`config.mk`:
```
export PLATFORM = sky130hd
export DESIGN_NAME = ctrl_sequencer_flat
export DESIGN_NICKNAME = d
export VERILOG_FILES = /design/src/rtl/cpu_pkg.sv /design/src/rtl/ctrl_sequencer_if.sv /design/src/rtl/ctrl_decode.sv /design/src/rtl/ctrl_sequencer.sv /design/src/flat_wrapper.sv
export SDC_FILE = /design/constraint.sdc
export NUM_CORES = 1
export LEC_CHECK = 0
export BUFFER_PORTS_ARGS = -buffer_cell sky130_fd_sc_hd__clkbuf_2
export CAP_MARGIN = 15
export CORE_MARGIN = 2
export CORE_UTILIZATION = 34
export DETAILED_ROUTE_END_ITERATION = 10
export GPL_TIMING_DRIVEN = 0
export SLEW_MARGIN = 20
export SYNTH_ARGS = -nofsm -noshare
export SYNTH_HDL_FRONTEND = slang
export SYNTH_SLANG_ARGS = --single-unit
export TNS_END_PERCENT = 30
```
`constraint.sdc`:
```
create_clock -name clk -period 1.5 [get_ports clk]
set_input_delay 0.3 -clock clk [delete_from_list [all_inputs] [get_ports clk]]
set_output_delay 0.3 -clock clk [all_outputs]
set_load 0.1 [all_outputs]
```
`src/rtl/cpu_pkg.sv`:
```
// Shared definitions for the risc-me control path: opcodes, sequencer states,
// datapath mux encodings and the decoded-opcode bundle.
package cpu_pkg;

  localparam logic [3:0] OP_NOP = 4'h0;
  localparam logic [3:0] OP_LDA = 4'h1;
  localparam logic [3:0] OP_STA = 4'h2;
  localparam logic [3:0] OP_ADD = 4'h3;
  localparam logic [3:0] OP_SUB = 4'h4;
  localparam logic [3:0] OP_JMP = 4'h5;
  localparam logic [3:0] OP_JZ  = 4'h6;
  localparam logic [3:0] OP_HLT = 4'h7;

  typedef enum logic [2:0] {
    ST_FETCH,
    ST_FETCH_MEM,
    ST_DECODE,
    ST_EXEC_ADDR,
    ST_EXEC_MEM,
    ST_EXEC_ALU,
    ST_HALT
  } ctrl_state_t;

  localparam logic MAR_SEL_PC  = 1'b0;
  localparam logic MAR_SEL_OP  = 1'b1;
  localparam logic ACC_SEL_MEM = 1'b0;
  localparam logic ACC_SEL_ALU = 1'b1;

  typedef struct packed {
    logic needs_mem;
    logic is_store;
    logic is_alu;
    logic is_jump;
    logic is_halt;
    logic is_illegal;
  } ctrl_dec_t;

endpackage

```
`src/rtl/ctrl_sequencer_if.sv`:
```
// Sequencer <-> datapath/memory bundle. master = sequencer, slave = datapath.
interface ctrl_sequencer_if #(
  parameter int CNT_W = 8
);
  logic [3:0]       opcode;
  logic             zero;
  logic             mem_ready;
  logic             pc_latch;
  logic             pc_inc;
  logic             ir_latch;
  logic             mar_latch;
  logic             mar_sel;
  logic             acc_latch;
  logic             acc_sel;
  logic             alu_sub;
  logic             mem_rd;
  logic             mem_wr;
  logic             halted;
  logic             illegal;
  logic [CNT_W-1:0] retired;

  modport master (
    input  opcode, zero, mem_ready,
    output pc_latch, pc_inc, ir_latch, mar_latch, mar_sel, acc_latch, acc_sel,
           alu_sub, mem_rd, mem_wr, halted, illegal, retired
  );

  modport slave (
    output opcode, zero, mem_ready,
    input  pc_latch, pc_inc, ir_latch, mar_latch, mar_sel, acc_latch, acc_sel,
           alu_sub, mem_rd, mem_wr, halted, illegal, retired
  );
endinterface

```
`src/rtl/ctrl_decode.sv`:
```
// Pure combinational opcode classifier used by the sequencer FSM.
module ctrl_decode
  import cpu_pkg::*;
(
  input  logic [3:0] i_opcode,
  output ctrl_dec_t  o_dec
);

  always_comb begin
    o_dec = '0;
    case (i_opcode)
      OP_NOP: ;
      OP_LDA: o_dec.needs_mem = 1'b1;
      OP_STA: begin
        o_dec.needs_mem = 1'b1;
        o_dec.is_store  = 1'b1;
      end
      OP_ADD, OP_SUB: begin
        o_dec.needs_mem = 1'b1;
        o_dec.is_alu    = 1'b1;
      end
      OP_JMP, OP_JZ: o_dec.is_jump = 1'b1;
      OP_HLT:        o_dec.is_halt = 1'b1;
      default:       o_dec.is_illegal = 1'b1;
    endcase
  end

endmodule

```
`src/rtl/ctrl_sequencer.sv`:
```
// Multi-cycle fetch/decode/execute sequencer for the risc-me datapath.
// FETCH:mar<-pc | FETCH_MEM:read IR | DECODE:classify | EXEC_ADDR:mar<-op
// EXEC_MEM:operand rd/wr | EXEC_ALU:acc<-acc+/-mem | HALT:parked until reset
module ctrl_sequencer
  import cpu_pkg::*;
#(
  parameter int MEM_AW = 4,
  parameter int CNT_W  = 8
) (
  input logic               clk,
  input logic               reset_n,
  ctrl_sequencer_if.master  bus
);

  if (MEM_AW < 1 || MEM_AW > 4) begin : g_aw_check
    $error("MEM_AW must fit inside the 4-bit operand field");
  end

  ctrl_state_t      r_state;
  logic [CNT_W-1:0] r_retired;
  ctrl_dec_t        w_dec;

  ctrl_decode u_decode (
    .i_opcode (bus.opcode),
    .o_dec    (w_dec)
  );

  always_ff @(posedge clk or negedge reset_n) begin
    if (!reset_n) begin
      r_state   <= ST_FETCH;
      r_retired <= '0;
    end else begin
      case (r_state)
        ST_FETCH:     r_state <= ST_FETCH_MEM;
        ST_FETCH_MEM: if (bus.mem_ready) r_state <= ST_DECODE;
        ST_DECODE: begin
          if (w_dec.is_halt) begin
            r_state   <= ST_HALT;
            r_retired <= r_retired + CNT_W'(1);
          end else if (w_dec.needs_mem) begin
            r_state <= ST_EXEC_ADDR;
          end else begin
            r_state   <= ST_FETCH;
            r_retired <= r_retired + CNT_W'(1);
          end
        end
        ST_EXEC_ADDR: r_state <= ST_EXEC_MEM;
        ST_EXEC_MEM: begin
          if (bus.mem_ready) begin
            if (w_dec.is_alu) begin
              r_state <= ST_EXEC_ALU;
            end else begin
              r_state   <= ST_FETCH;
              r_retired <= r_retired + CNT_W'(1);
            end
          end
        end
        ST_EXEC_ALU: begin
          r_state   <= ST_FETCH;
          r_retired <= r_retired + CNT_W'(1);
        end
        ST_HALT: ;
        default: r_state <= ST_FETCH;
      endcase
    end
  end

  // Strobes are masked while reset is held so a reset mid-request drops it at once.
  always_comb begin
    bus.pc_latch  = 1'b0;
    bus.pc_inc    = 1'b0;
    bus.ir_latch  = 1'b0;
    bus.mar_latch = 1'b0;
    bus.mar_sel   = MAR_SEL_PC;
    bus.acc_latch = 1'b0;
    bus.acc_sel   = ACC_SEL_MEM;
    bus.alu_sub   = 1'b0;
    bus.mem_rd    = 1'b0;
    bus.mem_wr    = 1'b0;
    bus.halted    = 1'b0;
    bus.illegal   = 1'b0;
    if (reset_n) begin
      case (r_state)
        ST_FETCH: begin
          bus.mar_latch = 1'b1;
          bus.mar_sel   = MAR_SEL_PC;
        end
        ST_FETCH_MEM: begin
          bus.mem_rd   = 1'b1;
          bus.ir_latch = bus.mem_ready;
          bus.pc_inc   = bus.mem_ready;
        end
        ST_DECODE: begin
          bus.illegal  = w_dec.is_illegal;
          bus.pc_latch = w_dec.is_jump && ((bus.opcode != OP_JZ) || bus.zero);
        end
        ST_EXEC_ADDR: begin
          bus.mar_latch = 1'b1;
          bus.mar_sel   = MAR_SEL_OP;
        end
        ST_EXEC_MEM: begin
          bus.mem_wr = w_dec.is_store;
          bus.mem_rd = !w_dec.is_store;
          if (bus.mem_ready && !w_dec.is_store && !w_dec.is_alu) begin
            bus.acc_latch = 1'b1;
            bus.acc_sel   = ACC_SEL_MEM;
          end
        end
        ST_EXEC_ALU: begin
          bus.acc_latch = 1'b1;
          bus.acc_sel   = ACC_SEL_ALU;
          bus.alu_sub   = (bus.opcode == OP_SUB);
        end
        ST_HALT: bus.halted = 1'b1;
        default: ;
      endcase
    end
  end

  assign bus.retired = r_retired;

endmodule

```
`src/flat_wrapper.sv`:
```
// flat-port wrapper written by rule: the top's interface ports become plain ports
module ctrl_sequencer_flat import cpu_pkg::*;
#(
  parameter int MEM_AW = 4,
  parameter int CNT_W  = 8
)
  (clk, reset_n, bus_opcode, bus_zero, bus_mem_ready, bus_pc_latch, bus_pc_inc, bus_ir_latch, bus_mar_latch, bus_mar_sel, bus_acc_latch, bus_acc_sel, bus_alu_sub, bus_mem_rd, bus_mem_wr, bus_halted, bus_illegal, bus_retired);
  ctrl_sequencer_if #(.CNT_W(CNT_W)) bus_i ();
  input logic clk;
  input logic reset_n;
  input wire logic [$bits(bus_i.opcode)-1:0] bus_opcode;
  input wire logic [$bits(bus_i.zero)-1:0] bus_zero;
  input wire logic [$bits(bus_i.mem_ready)-1:0] bus_mem_ready;
  output wire logic [$bits(bus_i.pc_latch)-1:0] bus_pc_latch;
  output wire logic [$bits(bus_i.pc_inc)-1:0] bus_pc_inc;
  output wire logic [$bits(bus_i.ir_latch)-1:0] bus_ir_latch;
  output wire logic [$bits(bus_i.mar_latch)-1:0] bus_mar_latch;
  output wire logic [$bits(bus_i.mar_sel)-1:0] bus_mar_sel;
  output wire logic [$bits(bus_i.acc_latch)-1:0] bus_acc_latch;
  output wire logic [$bits(bus_i.acc_sel)-1:0] bus_acc_sel;
  output wire logic [$bits(bus_i.alu_sub)-1:0] bus_alu_sub;
  output wire logic [$bits(bus_i.mem_rd)-1:0] bus_mem_rd;
  output wire logic [$bits(bus_i.mem_wr)-1:0] bus_mem_wr;
  output wire logic [$bits(bus_i.halted)-1:0] bus_halted;
  output wire logic [$bits(bus_i.illegal)-1:0] bus_illegal;
  output wire logic [$bits(bus_i.retired)-1:0] bus_retired;
  assign bus_i.opcode = bus_opcode;
  assign bus_i.zero = bus_zero;
  assign bus_i.mem_ready = bus_mem_ready;
  assign bus_pc_latch = bus_i.pc_latch;
  assign bus_pc_inc = bus_i.pc_inc;
  assign bus_ir_latch = bus_i.ir_latch;
  assign bus_mar_latch = bus_i.mar_latch;
  assign bus_mar_sel = bus_i.mar_sel;
  assign bus_acc_latch = bus_i.acc_latch;
  assign bus_acc_sel = bus_i.acc_sel;
  assign bus_alu_sub = bus_i.alu_sub;
  assign bus_mem_rd = bus_i.mem_rd;
  assign bus_mem_wr = bus_i.mem_wr;
  assign bus_halted = bus_i.halted;
  assign bus_illegal = bus_i.illegal;
  assign bus_retired = bus_i.retired;
  ctrl_sequencer #(.MEM_AW(MEM_AW), .CNT_W(CNT_W)) u_core (.clk(clk), .reset_n(reset_n), .bus(bus_i));
endmodule
```
-- Word level (Yosys, flattened, before mapping)
Index checks and enable logic that the tools add are counted.
Widths: inputs -> output; s select.
- bits in registers: 11
- output and inout bits: 20
- add/sub/neg operators: 1
- reductions and logical operators: 16
- equal/unequal tests: 18
- mux-type cells: 40
- bitwise gates (word level): 1
- operators by type and width (kind ; number):
    $mux 8 ; 4
    $mux 1 ; 27
    $pmux 8 s3 ; 1
    $pmux 3 s6 ; 1
    $eq 4x3->1 const B ; 4
    $mux 3 ; 4
    $eq 3x3->1 const B ; 3
    $add 8x1->8 const B ; 1
    $eq 4x2->1 const B ; 2
    $reduce_or 8->1 ; 1
    $eq 3x2->1 const B ; 2
    $ne 2x2->1 const B ; 3
    $reduce_or 2->1 ; 3
    $eq 4x1->1 const B ; 1
    $logic_not 4->1 ; 1
    $ne 4x3->1 const B ; 1
    $pmux 1 s2 ; 2
    $reduce_and 4->1 ; 1
    $reduce_or 4->1 ; 1
    $eq 3x1->1 const B ; 1
    $logic_and 1x1->1 ; 3
    $logic_not 3->1 ; 1
    $ne 3x3->1 const B ; 1
    $reduce_and 3->1 ; 1
    other kinds (5) ; 6

-- Logic depth before layout (Yosys ltp)
- depth in word-level cells: 8
- depth in mapped cells: 4
- gate-level depth less buffers: 4

-- By module
Synthesis repeated with hierarchy kept, for this count alone.
- cells, all modules: 90
- area, all modules: 883.3 um2
- by module, submodules not included (module ; seq. area each (um2) ; area each (um2) ; instances ; cells each):
    ctrl_sequencer ; 275.3 ; 810.8 ; 1 ; 79
    ctrl_decode ; 0.0 ; 72.6 ; 1 ; 11

-- Worst setup path after synthesis
No wires, ideal clock.
- kind: flip-flop to output port
- from: register u_core.r_state[0]
- to: output port bus_pc_inc
- slack: -2294 ps
- cell stages (with the launch flop): 5
- arrival time: 3494 ps
- data required time: 1200 ps
- cell sequence: dfrtp_1 -> clkbuf_1 -> nand2_1 -> nor3_1 -> buf_4
- cells in the longest elaborated chain, start to end: 3
- ends and longest elaborated chain (item ; RTL line ; source):
    start: declaration ; ctrl_sequencer.sv:19 ; ctrl_state_t r_state;
    start signal: assignment ; ctrl_sequencer.sv:30 ; r_state <= ST_FETCH;
    start signal: assignment ; ctrl_sequencer.sv:34 ; ST_FETCH: r_state <= ST_FETCH_MEM;
    start signal: assignment ; ctrl_sequencer.sv:35 ; ST_FETCH_MEM: if (bus.mem_ready) r_state <= ST_DECODE;
    $eq 3x1->1 ; - ;
    $mux 1 (2 in a row) ; - ;
    end: declaration ; flat_wrapper.sv:15 ; output wire logic [$bits(bus_i.pc_inc)-1:0] bus_pc_inc;
Every way passes these cells.

-- Worst setup path in the final report
- from: register u_core.r_state[1]
- to: output port bus_pc_inc
- cells in the longest elaborated chain, start to end: 3
- ends and longest elaborated chain (item ; RTL line ; source):
    $eq 3x1->1 ; ctrl_sequencer.sv:83 ; case (r_state)
    $mux 1 ; ctrl_sequencer.sv:83 ;
    $mux 1 ; ctrl_sequencer.sv:82 ; if (reset_n) begin
Every way passes these cells.

==> flow_metrics.tcl <==
set metrics [dict create \
    crit_fanout 7 \
    dominantRegCellSynth "sky130_fd_sc_hd__dfrtp_1" \
    synth-edff-count 0 \
    syn_avg_cell_area_um2 10.2 \
    synth_sequential_area_ratio_pct 33.4 \
    die_area_mm2 0.00284 \
    internal-power_mw 1.30 \
    htree_levels 1 \
    netSwitchingFraction_pct 55.3 \
    drt-pass1-iter-count 4 \
    timing.critical_path.slowest_cell_delay_ns 0.38 \
    slew-limit-headroom_pct 64.2 \
    drive_gt1_share_pct 58.4 \
    hold_path_class "in -> reg" \
    finClkSkew_ns 0.00215 \
    pwr_dens_mw_per_mm2 1920 \
    cts.clk_slew.worst_paths_ns 0.07 \
    cts.sink_count 11 \
    yosys_warnings 0 \
    row_count 17 \
    net-switching-power_mw 1.61 \
    critical_path_endpoint_category "output port" \
    grt_usage_pct 18.2 \
    hold_slack_ns 0.361 \
    synth.ff_latch_count 11 \
    cp.required_ns 1.20 \
    drt-wirelength-per-cell_um 15.3 \
    buffer_ports.inserted 27 \
    critPathBufInv 3 \
    setup_ws_ns -0.286 \
    worst_path_max_delay_cell "sky130_fd_sc_hd__dfrtp_1" \
    rr_startpoint "u_core.r_state[1]$_DFFE_PN0P_" \
    biggest_area_contributors_in_the_synthesized_netlist "sky130_fd_sc_hd__dfrtp_1 33%, sky130_fd_sc_hd__xnor2_1 7.4%, sky130_fd_sc_hd__and3_1 4.6%, sky130_fd_sc_hd__a2111oi_4 3.3%, sky130_fd_sc_hd__o2111ai_1 3.2%" \
    clk_latency_ns 0.28 \
    comb_power_share_pct 73.9 \
    tightest_slew_ns 0.540 \
    violations "negative setup slack" \
    drv_cap 0 \
    initial_utilization_pct 36.6 \
    totalPowerFinal_mw 2.91 \
    leakage_nw 0.659 \
    routed_wirelength_um 2350 \
    drc_violations 0 \
    power.clock.fraction_pct 7.3 \
    die_width_um 53.2 \
    top_area_cell_type_share_of_the_netlist_area_pct 33.4 \
    dieHeight_um 53.2 \
    setup.worst_path.start "u_core.r_state[1]$_DFFE_PN0P_" \
    mappedNetlistArea_um2 825 \
    endpoint "bus_pc_inc" \
    async_reset_ff_share_pct 100 \
    worstSetupPathType "reg -> out" \
    reg2reg_slack_ns -0.11 \
    grt_max_degree 12 \
    worstSetupPathDepth 5 \
    first_global_vias 799 \
    totalNegativeSetupSlack_ns -3.08 \
    timing_max_transition_violations_final 0 \
    grt_first_pass_wirelength_um 3750 \
    drt_first_iter_violations 12 \
    rr_endpoint "u_core.bus.retired[1]$_DFFE_PN0P_" \
    post-route-period-util_pct 119 \
    finalWorstPathRequiredPeriod_ns 1.79 \
    outcome "complete, but fails checks" \
    synth.lib_cells_used.distinct 42 \
    pre_cts_slack_ns -0.614 \
    final_nets 135 \
    final.fill_count 176 \
    vdd_ir_drop_max_mv 1.78 \
    boundaryPins 28 \
    antenna_violating_nets_post_route 0 \
    post-synth-top-area-cell "sky130_fd_sc_hd__dfrtp_1" \
    cp_cell_sequence "clkbuf_8 > nand2b_4 > nor3_4 > buf_12 > clkbuf_16" \
    rsz0062_at_grt "yes" \
    finalHoldViolCount 0 \
    worstSetupStartpointType "register" \
    remaining_global_route_overflow 0 \
    setup_violations 17 \
    maxClockFrequency_mhz 560 \
    synth_cells 81 \
    ff2ff_path_depth 6 \
    gp_routability_congestion 0.709 \
    p_seq_share_pct 18.8 \
    number_of_antenna_violations_at_the_first_check_in_global_routing 0 \
    layout.core_utilization_pct 67.2 \
    dpl.hpwl_um 1470 \
    via_count 842 \
    ctsLongestPathBuffers 2 \
    timing.critical_path.max_delay_family "buffers and inverters" \
    coreArea_mm2 0.00225 \
    antenna-diode-count 0 \
    cts_tree "yes" \
    area_delta_synth_final_pct 83.8 \
    clock_tree.root_cell "sky130_fd_sc_hd__clkbuf_4" \
    cts_made_buffers 3 \
    detail_route.vias_per_cell 5.50 \
    worst_ep_arrival_ns 1.49 \
    syn_nets 90 \
]
## registers in the layout, indices dropped and copies added (netlist names)
signal / flops
u_core.bus.retired: 8
u_core.r_state: 3
## power by group through the flow
stage | Combinational, mW | Sequential (mW) | Clock [mW]
4_1_cts | 1.98 | 0.539 | 0.210
3_3_place_gp | 1.63 | 0.535 | 0
6_report | 2.15 | 0.547 | 0.213
2_1_floorplan | 0.938 | 0.985 | 0
5_1_grt | 2.24 | 0.570 | 0.226
3_5_place_dp | 1.64 | 0.538 | 0
## worst min-delay path by stage
stage / startpoint / end / cells past startpoint
after CTS: bus_mem_ready / u_core.r_state[1]$_DFFE_PN0P_ / 3
after floorplan: reset_n / u_core.bus.retired[0]$_DFFE_PN0P_ / 0
after detailed placement: reset_n / u_core.bus.retired[4]$_DFFE_PN0P_ / 1
after global routing: bus_mem_ready / u_core.r_state[1]$_DFFE_PN0P_ / 3
after global placement: reset_n / u_core.bus.retired[4]$_DFFE_PN0P_ / 1
final: bus_mem_ready / u_core.r_state[1]$_DFFE_PN0P_ / 3
## logic make-up after synthesis
family | synth area share [%]
buf+inv | 3.19
fa+ha+maj | 1.52
xor+xnor | 8.50
compound gates | 20.0
simple gates | 30.4
mux | 3.03
flops | 33.4
## synth_stat cells, types with 2 or more instances
| master | number |
|---|---|
| sky130_fd_sc_hd__nor2b_1 | 3 |
| sky130_fd_sc_hd__nor2_1 | 5 |
| sky130_fd_sc_hd__nor3b_1 | 2 |
| sky130_fd_sc_hd__o2111ai_1 | 3 |
| sky130_fd_sc_hd__nand2b_1 | 2 |
| sky130_fd_sc_hd__and4_1 | 2 |
| sky130_fd_sc_hd__dfrtp_1 | 11 |
| sky130_fd_sc_hd__o21ai_1 | 2 |
| sky130_fd_sc_hd__xnor2_1 | 7 |
| sky130_fd_sc_hd__clkbuf_1 | 2 |
| sky130_fd_sc_hd__a21oi_1 | 3 |
| sky130_fd_sc_hd__and3_1 | 6 |
| sky130_fd_sc_hd__nand3b_1 | 3 |
| sky130_fd_sc_hd__inv_1 | 2 |
## placed cells by master (no fill, tap or decap), types with 2 or more instances in the layout
master and n:
sky130_fd_sc_hd__clkbuf_2 9, sky130_fd_sc_hd__nor4b_4 2, sky130_fd_sc_hd__nor2_2 2, sky130_fd_sc_hd__clkbuf_16 8, sky130_fd_sc_hd__buf_6 2, sky130_fd_sc_hd__clkbuf_8 5, sky130_fd_sc_hd__nor2_1 3, sky130_fd_sc_hd__xnor2_1 6
sky130_fd_sc_hd__and3_1 5, sky130_fd_sc_hd__o2111ai_1 2, sky130_fd_sc_hd__dfrtp_1 10, sky130_fd_sc_hd__nor3b_4 2, sky130_fd_sc_hd__and4_1 2, sky130_fd_sc_hd__clkbuf_4 8, sky130_fd_sc_hd__buf_4 10, sky130_fd_sc_hd__buf_12 2
sky130_fd_sc_hd__a21oi_1 2, sky130_fd_sc_hd__nand3b_1 3
## metal layers
metal | GRT usage (%) | wire length, um
met1 | 23.0 | 973
met2 | 31.1 | 1230
met3 | 2.54 | 106
met4 | 6.41 | 36
met5 | 0 | 0
## worst register-to-register path, stage by stage, from the launching register on
cell and delay (ns):
sky130_fd_sc_hd__dfrtp_1 0.38, sky130_fd_sc_hd__buf_4 0.14, sky130_fd_sc_hd__nand3b_1 0.20, sky130_fd_sc_hd__o31ai_4 0.27, sky130_fd_sc_hd__buf_6 0.17, sky130_fd_sc_hd__nor2_2 0.06
sky130_fd_sc_hd__mux2_4 0.29
## layout make-up
| cell class | instances | area (um2) | share of cell area, % |
|---|---|---|---|
| plain buffers | 4 | 60.1 | 3.96 |
| clock buffers | 4 | 26.3 | 1.73 |
| inverters | 2 | 7.51 | 0.495 |
| multi-input cells | 64 | 651 | 42.9 |
| flip-flops and latches | 11 | 277 | 18.2 |
| well taps | 28 | 35.0 | 2.31 |
| repair buffers | 40 | 459 | 30.3 |
## metrics by stage
stage          cells  area [um2]
3_5_place_dp     136        1080
4_1_cts          147        1410
5_1_grt          153        1520
3_3_place_gp     136        1080
6_report         153        1520
2_1_floorplan     81         913
## timing repair
item	in CTS	in global routing
gates resized for setup	48	14
setup buffers	5	6
gates cloned	1	0
pin swaps	8	5
hold buffers	1	0
hold endpoints to repair	11	0
endpoints found under the setup margin	23	22
No activity file was read; power rests on OpenSTA's default activity.
